<file path="src/rtl/gb_inst_fetch.sv">
// Game Boy instruction fetch: reads opcode/immediate bytes, tracks the CB prefix, owns the PC.
module gb_inst_fetch #(
   parameter logic [15:0] RESET_PC = 16'h0000
) (
   input  logic        clock,
   input  logic        reset,
   input  logic        fetch_start,
   input  logic        inst_done,
   input  logic [1:0]  imm_len,
   input  logic        pc_load,
   input  logic [15:0] pc_load_value,
   input  logic        mem_ready,
   input  logic [7:0]  mem_data_in,
   output logic        mem_rd,
   output logic [15:0] mem_addr,
   output logic [15:0] pc,
   output logic [7:0]  inst_buffer,
   output logic [15:0] imm16,
   output logic        inst_valid,
   output logic        cb_active,
   output logic        toggle_cb
);

   localparam logic [7:0] CB_PREFIX = 8'hCB;

   typedef enum logic [2:0] {
      IDLE,
      FETCH_OP,
      FETCH_CB,
      DECODE,
      FETCH_IMM_LO,
      FETCH_IMM_HI,
      READY
   } state_t;

   state_t      state, state_nxt;
   logic [15:0] pc_nxt, imm16_nxt, pc_inc;
   logic [7:0]  inst_buffer_nxt;
   logic        cb_active_nxt, toggle_cb_nxt, need_hi, need_hi_nxt;
   logic        mem_rd_nxt, inst_valid_nxt, accept;

   // The bus address is the PC itself; a byte lands when a request meets ready.
   assign mem_addr = pc;
   assign accept   = mem_rd & mem_ready;
   assign pc_inc   = pc + 16'd1;

   // State and registered outputs.
   always_ff @(posedge clock) begin
      if (reset) begin
         state       <= IDLE;
         pc          <= RESET_PC;
         inst_buffer <= 8'h00;
         imm16       <= 16'h0000;
         need_hi     <= 1'b0;
         mem_rd      <= 1'b0;
         inst_valid  <= 1'b0;
         cb_active   <= 1'b0;
         toggle_cb   <= 1'b0;
      end else begin
         state       <= state_nxt;
         pc          <= pc_nxt;
         inst_buffer <= inst_buffer_nxt;
         imm16       <= imm16_nxt;
         need_hi     <= need_hi_nxt;
         mem_rd      <= mem_rd_nxt;
         inst_valid  <= inst_valid_nxt;
         cb_active   <= cb_active_nxt;
         toggle_cb   <= toggle_cb_nxt;
      end
   end

   // Next-state and next-output decode; a PC load preempts any byte accept.
   always_comb begin
      state_nxt       = state;
      pc_nxt          = pc;
      inst_buffer_nxt = inst_buffer;
      imm16_nxt       = imm16;
      need_hi_nxt     = need_hi;
      cb_active_nxt   = cb_active;
      toggle_cb_nxt   = 1'b0;

      if (pc_load) begin
         pc_nxt    = pc_load_value;
         state_nxt = IDLE;
         if (cb_active) begin
            cb_active_nxt = 1'b0;
            toggle_cb_nxt = 1'b1;
         end
      end else begin
         unique case (state)
            IDLE: begin
               if (fetch_start) state_nxt = FETCH_OP;
            end
            FETCH_OP: begin
               if (accept) begin
                  pc_nxt = pc_inc;
                  if (mem_data_in == CB_PREFIX) begin
                     state_nxt     = FETCH_CB;
                     cb_active_nxt = 1'b1;
                     toggle_cb_nxt = 1'b1;
                  end else begin
                     inst_buffer_nxt = mem_data_in;
                     imm16_nxt       = 16'h0000;
                     state_nxt       = DECODE;
                  end
               end
            end
            FETCH_CB: begin
               if (accept) begin
                  pc_nxt          = pc_inc;
                  inst_buffer_nxt = mem_data_in;
                  state_nxt       = READY;
               end
            end
            DECODE: begin
               need_hi_nxt = imm_len[1];
               state_nxt   = (imm_len == 2'd0) ? READY : FETCH_IMM_LO;
            end
            FETCH_IMM_LO: begin
               if (accept) begin
                  pc_nxt          = pc_inc;
                  imm16_nxt[7:0]  = mem_data_in;
                  state_nxt       = need_hi ? FETCH_IMM_HI : READY;
               end
            end
            FETCH_IMM_HI: begin
               if (accept) begin
                  pc_nxt          = pc_inc;
                  imm16_nxt[15:8] = mem_data_in;
                  state_nxt       = READY;
               end
            end
            READY: begin
               if (inst_done) begin
                  if (cb_active) begin
                     cb_active_nxt = 1'b0;
                     toggle_cb_nxt = 1'b1;
                  end
                  state_nxt = fetch_start ? FETCH_OP : IDLE;
               end
            end
            default: state_nxt = IDLE;
         endcase
      end

      mem_rd_nxt     = (state_nxt == FETCH_OP) || (state_nxt == FETCH_CB) ||
                       (state_nxt == FETCH_IMM_LO) || (state_nxt == FETCH_IMM_HI);
      inst_valid_nxt = (state_nxt == READY);
   end

endmodule

</file>
<file path="config.mk">
export PLATFORM = sky130hd
export DESIGN_NAME = gb_inst_fetch
export DESIGN_NICKNAME = d
export VERILOG_FILES = /design/src/rtl/gb_inst_fetch.sv
export SDC_FILE = /design/constraint.sdc
export NUM_CORES = 1
export LEC_CHECK = 0
export CAP_MARGIN = 20
export CELL_PAD_IN_SITES_DETAIL_PLACEMENT = 1
export CELL_PAD_IN_SITES_GLOBAL_PLACEMENT = 2
export CORE_MARGIN = 10
export CORE_UTILIZATION = 24
export DETAILED_ROUTE_END_ITERATION = 6
export GPL_TIMING_DRIVEN = 0
export PLACE_DENSITY_LB_ADDON = 0.1
export SETUP_SLACK_MARGIN = 0.02
export SLEW_MARGIN = 20
export SYNTH_ARGS = -nofsm -noshare
export SYNTH_HDL_FRONTEND = slang
export SYNTH_SLANG_ARGS = --single-unit
</file>
<file path="constraint.sdc">
create_clock -name clock -period 2.41 [get_ports clock]
set_clock_uncertainty 0.05 [all_clocks]
set_input_delay 0.482 -clock clock [delete_from_list [all_inputs] [get_ports clock]]
set_output_delay 0.482 -clock clock [all_outputs]
set_load 0.02 [all_outputs]
</file>
======== Word-level counts from Yosys, hierarchy flattened ========
Cells that the tools add are included.
storage, ports and cells
  register bits after elaboration ......... 48
  input bits .............................. 32
  output and inout bits ................... 60
  logic and storage cells ................. 84
operators by class
  add/sub/neg operators ................... 1
  equality and inequality tests ........... 19
  multiplexer cells ....................... 32
  bitwise gates (word level) .............. 2
  reduce and logical (&&, ||, !) cells .... 20
operator list
  kind                                                 number
  two-way mux 16 bit                                   5
  one-hot mux 8 bit (2 select lines)                   3
  two-way mux 8 bit                                    3
  equality test 3 bit, second input constant           6
  two-way mux 3 bit                                    6
  one-hot mux 3 bit (6 select lines)                   1
  adder 16 x 1 -> 16 bit, second input constant        1
  AND reduction 5 bit                                  3
  inequality test 2 bit, second input constant         7
  nonzero test 2 bit                                   6
  two-way mux 1 bit                                    10
  equality test 3 x 2 -> 1 bit, second input constant  3
  equality test 8 bit, second input constant           1
  equality test 3 x 1 -> 1 bit, second input constant  2
  two-way mux 2 bit                                    2
  one-hot mux 1 bit (2 select lines)                   2
  AND reduction 2 bit                                  2
  AND reduction 4 bit                                  1
  OR reduction 2 bit                                   2
  OR reduction 4 bit                                   1
  logical NOT 3 bit                                    1
  logical OR 1 bit                                     3
  logical NOT 2 bit                                    1
  bitwise AND 1 bit                                    1
  inverter 1 bit                                       1

======== Logic depth before layout (Yosys ltp) ========
  depth in word-level cells ............... 9
  gate-level depth with buffers ........... 6
  gate-level depth less buffers ........... 6

======== Worst setup path before layout ========
OpenSTA, ideal clock, no wires.
  path kind ............................... register to register
  start ................................... reg state[1]
  end ..................................... reg pc[15], in the netlist mem_addr[15]
  library setup time ...................... 91 ps
  arrival ................................. 1,811 ps
  data required time ...................... 2,269 ps
  path slack .............................. 458 ps
  cell stages (with the launch flop) ...... 6
  buffers on the path ..................... 0
  clock period less this slack ............ 1,952 ps
  cell sequence ........................... dfxtp_1 > or3b_4 > a211oi_4 > nand3_2 > or3_1 > a311oi_1
between the ends
  cells in the longest elaborated chain, start to end .. 4
  elaborated cells between the ends (all ways) .. 7
  classes of those cells .................. eq/ne: 4; reduce/logical: 3
RTL lines
  what                                         line  RTL
  from (decl)                                  36    state_t state, state_nxt;
  from (signal assigned)                       60    state <= state_nxt;
  equality test 3 bit (tied with other cells)  90    unique case (state)
  OR reduction 4 bit (no source line) *        n/a
  nonzero test 2 bit (no source line) *        n/a
  AND reduction 2 bit (no source line) *       n/a
  to (signal assigned)                         61    pc <= pc_nxt;
  to (decl)                                    16    output logic [15:0] pc,
Mark *: on every way between the ends. The rest lies on a longest branch, timed or not.
A chain may end at the register's enable or synchronous reset.

======== Worst setup path in the final report ========
  start ................................... in mem_ready
  end ..................................... reg pc[15], in the netlist mem_addr[15]
between the ends
  cells in the longest elaborated chain, start to end .. 3
RTL lines
  what                                  line  RTL
  from (decl)                           12    input logic mem_ready,
  bitwise AND 1 bit                     44    assign accept = mem_rd & mem_ready;
  nonzero test 2 bit (no source line)   n/a
  AND reduction 2 bit (no source line)  n/a
No other way between the ends.

==> results.yml <==
run_status:
  status: "finished, final reports clean"
global_routing:
  antenna_found_initial: 0
  grt_max_degree: 17
  grt_pass1_vias: 2368
  overflow: 0
  gr-usage-all-layers_pct: 11.50
  grt_pass1_wl_um: 13210
sta:
  rsz0062_at_grt: "false"
  finalCritPeriodShare_pct: 93.43
  slew_headroom_pct: 59.54
  hold_violations: 0
  final-max-slew-violation-count: 0
  fmax_mhz: 444.1
  worst_pin_slew_ns: 0.6068
  fin_ws_ns: 0.1584
  finalSetupViolCount: 0
  period_minus_slack_ns: 2.252
drt:
  vias: 2268
  drtIter0Drc: 77
  drc: 0
  drt_wl_total_um: 8232
  antenna_left: 0
  dr.pass1.iters: 4
  routed_via_density: 4.638
  wl_per_cell_um: 16.83
cts:
  tritoncts: "built"
  root_buffer: "clkbuf_8"
  clock_path_buffers: 2
  cts_buffers: 5
  cts.sinks: 48
  htreeDepth: 2
  clk_pin_slew_ns: 0.11
  ctsHoldBuffers: 0
  clk_latency_ns: 0.31
setup_path:
  crit_fanout: 7
  critPathKind: "input pin to register"
  critPathCaptureType: "register"
  worstPathArrival_ns: 2.43
  r2r_slack_ns: 0.24
  start_kind: "input pin"
  cp.required_ns: 2.59
power:
  ir_drop_v: 0.0002138
  finalPower_w: 0.001762
  p_leak_nw: 1.343
  p_per_area_nw_per_um2: 497.6
yosys:
  synth_fp_nets: 295
  synth_area_um2: 2316
  synth_async_sr_flop_share_pct: 0
  synth_top_area_cell: "dfxtp_1"
  synth-seq-cells: 48
  synth_cells: 262
  yosysTopAreaCellShare_pct: 41.49
  ys_types: 48
  synth-edff-count: 0
  yosysSeqAreaShare_pct: 41.49
  yosysWarnings: 0
  synthFlopType: "dfxtp_1"
  syn_area_per_cell_um2: 8.840
  synth.top_cells.by_area: "dfxtp_1, nor2_1, buf_4, mux2i_1, xor2_1"
cells_and_area:
  fillCellCount: 1111
  final_common_cell: "clkdlybuf4s50_1"
  final_cell_mix: "clkdlybuf4s50_1, dfxtp_1, nor2_1, buf_4, nand2_1"
  drive_gt1_share_pct: 11.39
  final_nets: 392
  design_area_um2: 3541
  n_antenna_cell: 0
  syn2layout_area_growth_pct: 52.89
  fin_util_pct: 37.96
die:
  ios: 92
  rows: 35
  dieArea_um2: 13980
  start_util_pct: 24.83
  die_w_um: 118.2
  die_h_um: 118.2
  coreArea_um2: 9328
place:
  dp_hpwl_um: 6345
  placed_cell_area_um2: 3368
  gp_congestion: 0.7456
  place_ws_ns: -0.6077
  port_buffers: 89
hold_path:
  hp-class: "register to register"
job:
  cap_viol_max_count: 0
## metrics by stage
stage	hold WS, ns	TNS [ns]	cells
final	0.4309	0	489
after global routing	0.4652	0	489
after CTS	0.4382	0	490
after detailed placement	0.4061	-12.96	480
after global placement	0.4065	-12.97	480
after floorplan	0.4374	0	262
## power by group
group          internal, W  switching (W)
Sequential        0.000812      0.0000317
Combinational     0.000153       0.000143
Clock             0.000313       0.000309
Total              0.00128       0.000483
## what timing repair did
action	4_1_cts	5_1_grt
setup buffers	2	0
endpoints found under the setup margin	25	25
gates resized for setup	3	5
pin swaps	1	0
## Yosys cell counts, drive strengths merged, types with 2 or more instances
cell / n
a211oi: 9
a21oi: 11
a22o: 8
a22oi: 9
a311oi: 3
a31o: 2
a32o: 2
and2: 2
and3: 3
and4: 2
buf: 19
clkbuf: 11
dfxtp: 48
inv: 4
mux2i: 10
nand2: 17
nand2b: 2
nand3: 9
nand4: 7
nor2: 38
nor2b: 4
nor3: 5
o21ai: 7
or2: 2
xor2: 9
## layout make-up
cell class	count	area (µm²)	area share [%]
Multi-Input combinational cell	180	1212	34.24
Sequential cell	48	960.9	27.14
Timing Repair Buffer	91	905.9	25.58
Buffer	29	170.2	4.806
Tap cell	129	161.4	4.558
Clock buffer	5	68.82	1.943
Clock inverter	3	46.29	1.307
Inverter	4	15.01	0.4240
## metal layers
layer	GRT usage, %	wire length, µm	vias up
met3	3.617	464	2
met2	18.50	3862	52
met1	14.80	3863	1092
li1	-	-	1122
met5	0	0	-
met4	2.164	42	0
## critical path, cell delays in order
cell,delay (ns)
clkdlybuf4s50_1,0.53
nand2_1,0.25
a211oi_4,0.42
nand3_2,0.14
or3_1,0.36
a311oi_1,0.24
## sequential cells by signal, indices dropped and copies added, names as in the netlist
| name | flops |
|---|---|
| mem_rd | 1 |
| need_hi | 1 |
| inst_valid | 1 |
| state | 3 |
| inst_buffer | 8 |
| toggle_cb | 1 |
| imm16 | 16 |
| cb_active | 1 |
| mem_addr | 16 |
## logic make-up (layout without fill, tap and decap cells)
| kind of cell | count (synthesis) | count (layout) | synth area share [%] |
|---|---|---|---|
| simple gates | 98 | 98 | 21.02 |
| compound gates | 60 | 60 | 20.26 |
| flops | 48 | 48 | 41.49 |
| buf+inv | 34 | 132 | 8.104 |
| mux | 11 | 11 | 4.808 |
| xor+xnor | 10 | 10 | 3.782 |
| fa+ha+maj | 1 | 1 | 0.5402 |
## worst paths after layout
check / cells past startpoint / from / end
max: 6 / mem_ready / mem_addr[15]
min: 1 / imm16[4] / imm16[4]
max reg2reg: 5 / state[1] / mem_addr[15]
min reg2reg: 1 / imm16[4] / imm16[4]
No activity file was read; power rests on OpenSTA's default activity.
